===== src/rtl/tour_cmd_gen_pkg.sv =====
`default_nettype none
// ============================================================================
// Module      : tour_cmd_gen_pkg
// Description : Shared types and constants for the knight-tour command
//               initiator: FSM state encoding, command opcodes, headings and
//               UART response bytes.
// Revision    : 1.0  initial release
// ============================================================================
package tour_cmd_gen_pkg;

  typedef enum logic [2:0] {
    IDLE      = 3'd0,
    VERT      = 3'd1,
    VERT_WAIT = 3'd2,
    HORZ      = 3'd3,
    HORZ_WAIT = 3'd4
  } state_t;

  // Command opcodes: plain move, and move followed by fanfare
  localparam logic [3:0] MOVE    = 4'h2;
  localparam logic [3:0] MOVE_FF = 4'h3;

  // Headings as understood by the command processor
  localparam logic [7:0] HDG_N = 8'h00;
  localparam logic [7:0] HDG_W = 8'h3F;
  localparam logic [7:0] HDG_S = 8'h7F;
  localparam logic [7:0] HDG_E = 8'hBF;

  // Response bytes back to the host
  localparam logic [7:0] RESP_DONE = 8'hA5;
  localparam logic [7:0] RESP_BUSY = 8'h5A;

endpackage : tour_cmd_gen_pkg
`default_nettype wire


===== src/rtl/tour_cmd_gen_knight_move_decode.sv =====
`default_nettype none
// ============================================================================
// Module      : knight_move_decode
// Description : Combinational decode of a one-hot knight move into a vertical
//               leg and a horizontal leg, each as {heading, squares}. The
//               lowest set bit wins; an all-zero move gives zero-length legs
//               heading north and east.
// Revision    : 1.0  initial release
// ============================================================================
module knight_move_decode
  import tour_cmd_gen_pkg::*;
(
  input  logic [7:0] move,
  output logic [7:0] vert_hdg,
  output logic [3:0] vert_sq,
  output logic [7:0] horz_hdg,
  output logic [3:0] horz_sq
);

  // Priority decode of the move bits into two axis-aligned legs
  always_comb begin
    vert_hdg = HDG_N;
    vert_sq  = 4'd0;
    horz_hdg = HDG_E;
    horz_sq  = 4'd0;
    casez (move)
      8'b???????1: begin vert_hdg = HDG_N; vert_sq = 4'd2; horz_hdg = HDG_E; horz_sq = 4'd1; end
      8'b??????10: begin vert_hdg = HDG_N; vert_sq = 4'd2; horz_hdg = HDG_W; horz_sq = 4'd1; end
      8'b?????100: begin vert_hdg = HDG_N; vert_sq = 4'd1; horz_hdg = HDG_W; horz_sq = 4'd2; end
      8'b????1000: begin vert_hdg = HDG_S; vert_sq = 4'd1; horz_hdg = HDG_W; horz_sq = 4'd2; end
      8'b???10000: begin vert_hdg = HDG_S; vert_sq = 4'd2; horz_hdg = HDG_W; horz_sq = 4'd1; end
      8'b??100000: begin vert_hdg = HDG_S; vert_sq = 4'd2; horz_hdg = HDG_E; horz_sq = 4'd1; end
      8'b?1000000: begin vert_hdg = HDG_S; vert_sq = 4'd1; horz_hdg = HDG_E; horz_sq = 4'd2; end
      8'b10000000: begin vert_hdg = HDG_N; vert_sq = 4'd1; horz_hdg = HDG_E; horz_sq = 4'd2; end
      default:     begin vert_hdg = HDG_N; vert_sq = 4'd0; horz_hdg = HDG_E; horz_sq = 4'd0; end
    endcase
  end

endmodule : knight_move_decode
`default_nettype wire


===== src/rtl/tour_cmd_gen.sv =====
`default_nettype none
// ============================================================================
// Module      : tour_cmd_gen
// Description : Knight-tour command initiator. Replays a solved tour as
//               vertical/horizontal move command pairs, handshaking with the
//               command processor, and passes host UART commands through
//               while no tour is running.
// Revision    : 1.0  initial release
// ============================================================================
module tour_cmd_gen
  import tour_cmd_gen_pkg::*;
#(
  parameter int NUM_MOVES = 24
) (
  input  logic        clk,
  input  logic        rst_n,
  input  logic        start_tour,
  input  logic [7:0]  move,
  output logic [4:0]  mv_indx,
  input  logic [15:0] cmd_UART,
  input  logic        cmd_rdy_UART,
  output logic        clr_cmd_rdy_UART,
  output logic [15:0] cmd,
  output logic        cmd_rdy,
  input  logic        clr_cmd_rdy,
  input  logic        send_resp,
  output logic [7:0]  resp
);

  localparam logic [4:0] LAST_IDX = 5'(NUM_MOVES - 1);

  state_t     r_state;
  logic [7:0] w_vert_hdg;
  logic [3:0] w_vert_sq;
  logic [7:0] w_horz_hdg;
  logic [3:0] w_horz_sq;
  logic       w_last;

  knight_move_decode u_decode (
    .move     (move),
    .vert_hdg (w_vert_hdg),
    .vert_sq  (w_vert_sq),
    .horz_hdg (w_horz_hdg),
    .horz_sq  (w_horz_sq)
  );

  assign w_last = (mv_indx == LAST_IDX);

  // Tour sequencer: state and move index advance on processor handshakes
  always_ff @(posedge clk or negedge rst_n) begin
    if (!rst_n) begin
      r_state <= IDLE;
      mv_indx <= 5'd0;
    end else begin
      case (r_state)
        IDLE: begin
          if (start_tour) begin
            mv_indx <= 5'd0;
            r_state <= VERT;
          end
        end
        VERT:      if (clr_cmd_rdy) r_state <= VERT_WAIT;
        VERT_WAIT: if (send_resp)   r_state <= HORZ;
        HORZ:      if (clr_cmd_rdy) r_state <= HORZ_WAIT;
        HORZ_WAIT: begin
          if (send_resp) begin
            if (w_last) begin
              r_state <= IDLE;
            end else begin
              mv_indx <= mv_indx + 5'd1;
              r_state <= VERT;
            end
          end
        end
        default: r_state <= IDLE;
      endcase
    end
  end

  // Output mux: UART pass-through when idle, decoded move legs while touring
  always_comb begin
    cmd              = cmd_UART;
    cmd_rdy          = cmd_rdy_UART;
    clr_cmd_rdy_UART = clr_cmd_rdy;
    resp             = RESP_DONE;
    case (r_state)
      VERT, VERT_WAIT: begin
        cmd              = {MOVE, w_vert_hdg, w_vert_sq};
        cmd_rdy          = (r_state == VERT);
        clr_cmd_rdy_UART = 1'b0;
        resp             = RESP_BUSY;
      end
      HORZ, HORZ_WAIT: begin
        cmd              = {MOVE_FF, w_horz_hdg, w_horz_sq};
        cmd_rdy          = (r_state == HORZ);
        clr_cmd_rdy_UART = 1'b0;
        // The final leg's completion is reported to the host as done
        resp             = (r_state == HORZ_WAIT && w_last) ? RESP_DONE : RESP_BUSY;
      end
      default: ;
    endcase
  end

endmodule : tour_cmd_gen
`default_nettype wire


===== config.mk =====
export PLATFORM = sky130hd
export DESIGN_NAME = tour_cmd_gen
export DESIGN_NICKNAME = d
export VERILOG_FILES = /design/src/rtl/tour_cmd_gen_pkg.sv /design/src/rtl/tour_cmd_gen_knight_move_decode.sv /design/src/rtl/tour_cmd_gen.sv
export SDC_FILE = /design/constraint.sdc
export NUM_CORES = 1
export LEC_CHECK = 0
export ABC_AREA = 1
export BUFFER_PORTS_ARGS = -buffer_cell sky130_fd_sc_hd__buf_4
export CORE_UTILIZATION = 37
export DETAILED_ROUTE_END_ITERATION = 8
export PLACE_DENSITY = 0.76
export SLEW_MARGIN = 30
export SYNTH_ARGS = -nofsm -noshare
export SYNTH_HDL_FRONTEND = slang
export SYNTH_SLANG_ARGS = --single-unit
export TNS_END_PERCENT = 10

===== constraint.sdc =====
create_clock -name clk -period 1.6 [get_ports clk]
set_input_delay 0.4 -clock clk [delete_from_list [all_inputs] [get_ports clk]]
set_output_delay 0.4 -clock clk [all_outputs]
set_load 0.02 [all_outputs]

==> flow_summary_export.csv <==
group,metric,value,unit
outcome,status,"finished with violations",
outcome,violations,"setup timing",
synth,ys_types,21,
synth,yosysSeqAreaShare,0.223,
critical_path,crit_path_frequent_cell,"nand2_4",
detailed_routing,ant_nets,0,
power_and_ir_drop,ir_drop,1.38,mV
floorplanning,start_util,0.397,
clock_tree,cts_made_buffers,3,
sta,finalHoldViolCount,0,
synth,synth_edf_count,0,
critical_path,r2r_setup_slack,0.26,ns
placed_design,gp_congestion,0.900,
critical_path,required,1.20,ns
critical_path,critPathMaxFanout,6,
critical_path,slowest_delay,0.41,ns
placed_design,dp.cells,242,
layout,antenna_cells,0,
critical_path,slowest_stage,"dfrtp_1",
layout,fin_cells,247,
critical_path,worstSetupStartpointType,"register",
layout,synthToLayoutAreaGrowth,77.4,%
floorplanning,core,2250,um2
detailed_routing,remaining_drc_errors,0,
hold_path,hold_start,"send_resp",
critical_path,cp_cell_sequence,"nor2_4 > inv_2 > nand2_4 > nand2_4 > or2_1 > buf_6",
clock_tree,ctsHtreeMaxLevel,1,
clock_tree,path_clk_slew,0.05,ns
synth,syn_area,896,um2
critical_path,cp-end-kind,"output pin",
sta,relSlewSlack,0.784,
synth,synth-seq-cells,8,
sta,tightest_slew,0.322,ns
floorplanning,die_y,51.2,um
synth,synth_top_area_frac,0.223,
layout,drive_gt1_frac,0.502,
detailed_routing,totalWireLength,2.74,mm
clock_tree,clockBufferDepth,2,
clock_tree,cts_root_buffer,"clkbuf_4",
layout,final_nets,252,
floorplanning,rows,17,
sta,layout_min_cycle_time,1.84,ns
critical_path,cp.arrival,1.44,ns
global_route,antenna_found_initial,0,
global_route,grt_pass1_wl,4.30,mm
floorplanning,ios,61,
global_route,grt_overflow,0,
detailed_routing,drt_iter0_markers,25,
synth,avgSynthCellArea,6.14,um2
global_route,grt_pass1_vias,1036,
critical_path,worstSetupPathType,"register to output pin",
layout,nFillCells,200,
power_and_ir_drop,powerDensity,1920,nW/um2
critical_path,path_buf_inv,2,
synth,ys_async_sr_fraction,1.00,
synth,netlist_top_cells_count,"nand2_1, nand3_1, nor2_1",
detailed_routing,wl_per_cell,11.1,um
clock_tree,cts_tree,"yes",
synth,syn_nets,177,
detailed_routing,vias,1204,
detailed_routing,drt_first_pass_iters,4,
synth,synth_most_common_cell,"nand2_1",
detailed_routing,avgViaCountPerCell,4.87,
sta,rsz0062_at_grt,"yes",
critical_path,path_delay_family,"simple AND/OR/NAND/NOR gates",
sta,timing.clock.skew,0.00607,ns
flow_run,drv_cap,0,
synth,netlist_top_cells_area,"dfrtp_1, nand2_1, nand3_1",
placed_design,port_buffers,60,
sta,post-route-period-util,1.15,
sta,fmax,543,MHz
sta,slew_violations,0,
global_route,grt_max_degree,11,
clock_tree,cts_num_sinks,8,
synth,yosys_most_used_dff,"dfrtp_1",
synth,yosysTopAreaCell,"dfrtp_1",
layout,final_area,1590,um2
critical_path,critPathLaunch,"r_state[1]$_DFFE_PN0P_",
global_route,grt_util_all_layers,0.211,
synth,syn_inst,146,
floorplanning,die-area,2620,um2
sta,setup_violations,26,
critical_path,r2r-start,"mv_indx[1]$_DFFE_PN0P_",
power_and_ir_drop,cellLeakagePower,0.897,nW
hold_path,hp-class,"primary input to register",
floorplanning,die_w,51.2,um
layout,seqCellArea,203,um2
synth,yosys_warnings,0,
sta,fin_hold_ws,0.468,ns
layout,multi_input_area,617,um2
sta,fin_ws,-0.242,ns
clock_tree,worst_skew_pair.late_latency,0.24,ns
placed_design,dp_hpwl,2.20,mm
placed_design,dpl_cell_area,1490,um2
-- logic make-up after synthesis --
kind of cell | after synthesis | share of synthesized area
AO/OA/AOI/OAI | 6 | 0.0405
buffers and inverters | 27 | 0.158
AND/OR/NAND/NOR | 104 | 0.564
flip-flops | 8 | 0.223
adder cells (fa/ha/maj) | 1 | 0.0140
-- final cells by class --
cell class / instances / area share
multi-input combinational: 111 / 0.388
clock buffer: 3 / 0.0142
timing repair buffer: 78 / 0.397
inverter: 19 / 0.0512
sequential: 8 / 0.128
tap: 28 / 0.0220
-- tightest hold or removal path: stages --
cell,delay [ns]
buf_4,0.08
inv_1,0.05
nand3_2,0.08
nand2_1,0.06
-- flip-flops by register name (all words and copies together) (netlist names) --
| signal | count |
|---|---|
| mv_indx | 5 |
| r_state | 3 |
-- stage by stage --
| step | setup WS, ns | setup TNS (ns) | power [W] | utilization |
|---|---|---|---|---|
| after floorplan | -0.0115 | -0.0455 | 0.00193 | - |
| after global placement | 0.0219 | 0 | 0.00269 | 0.660 |
| after detailed placement | -0.0334 | -0.0517 | 0.00272 | 0.660 |
| after CTS | -0.238 | -5.11 | 0.00297 | 0.693 |
| after global routing | -0.328 | -6.91 | 0.00327 | 0.705 |
| final | -0.242 | -4.92 | 0.00305 | 0.705 |
-- worst paths after layout --
path,end,depth (start not counted)
worst max-delay path,cmd[13],6
worst min-delay path,r_state[2]$_DFFE_PN0P_,4
worst max register to register,mv_indx[4]$_DFFE_PN0P_,9
min in group asynchronous,mv_indx[4]$_DFFE_PN0P_,2
worst min register to register,mv_indx[4]$_DFFE_PN0P_,2
max in group asynchronous,mv_indx[0]$_DFFE_PN0P_,2
-- layout by cell type (no fill, tap or decap) --
cell,Yosys,layout
buf_4,7,68
nand2_1,41,36
nand3_1,29,27
nor2_1,18,17
inv_1,15,13
buf_6,0,8
dfrtp_1,8,6
nand2_2,1,5
inv_2,3,4
nand2_4,4,4
nand3_2,3,4
o21ai_0,4,3
clkbuf_4,0,3
nor2_4,2,2
o21ai_2,1,2
nor3_1,2,2
nor2_2,1,2
nand4_1,2,2
dfrtp_2,0,2
or2_1,1,1
nand3_4,0,1
nand2_8,0,1
inv_8,0,1
inv_4,1,1
a21boi_0,1,1
ha_4,0,1
dlygate4sd3_1,0,1
buf_12,0,1
-- per-layer routing --
layer  vias to the layer above  global-route usage  wire length (um)
li1                        609                   -                 -
met1                       538               0.240              1080
met2                        55               0.404              1390
met3                         2              0.0446               260
met4                         0              0.0324                12
met5                         -                   0                 0
-- timing repair --
action | CTS | global route
endpoints found under the hold margin | 8 | 0
pin swaps | 1 | 4
buffers inserted | 0 | 1
gates cloned | 0 | 0
hold buffers | 1 | 0
gates resized for setup | 12 | 5
setup endpoints to repair | 26 | 26
-- report_power, final --
part,switching [W],internal (W)
Combinational,0.00146,0.00115
Sequential,0.0000511,0.000244
Clock,0.0000590,0.0000852
Total,0.00157,0.00148
(Power assumes the default switching activity.)
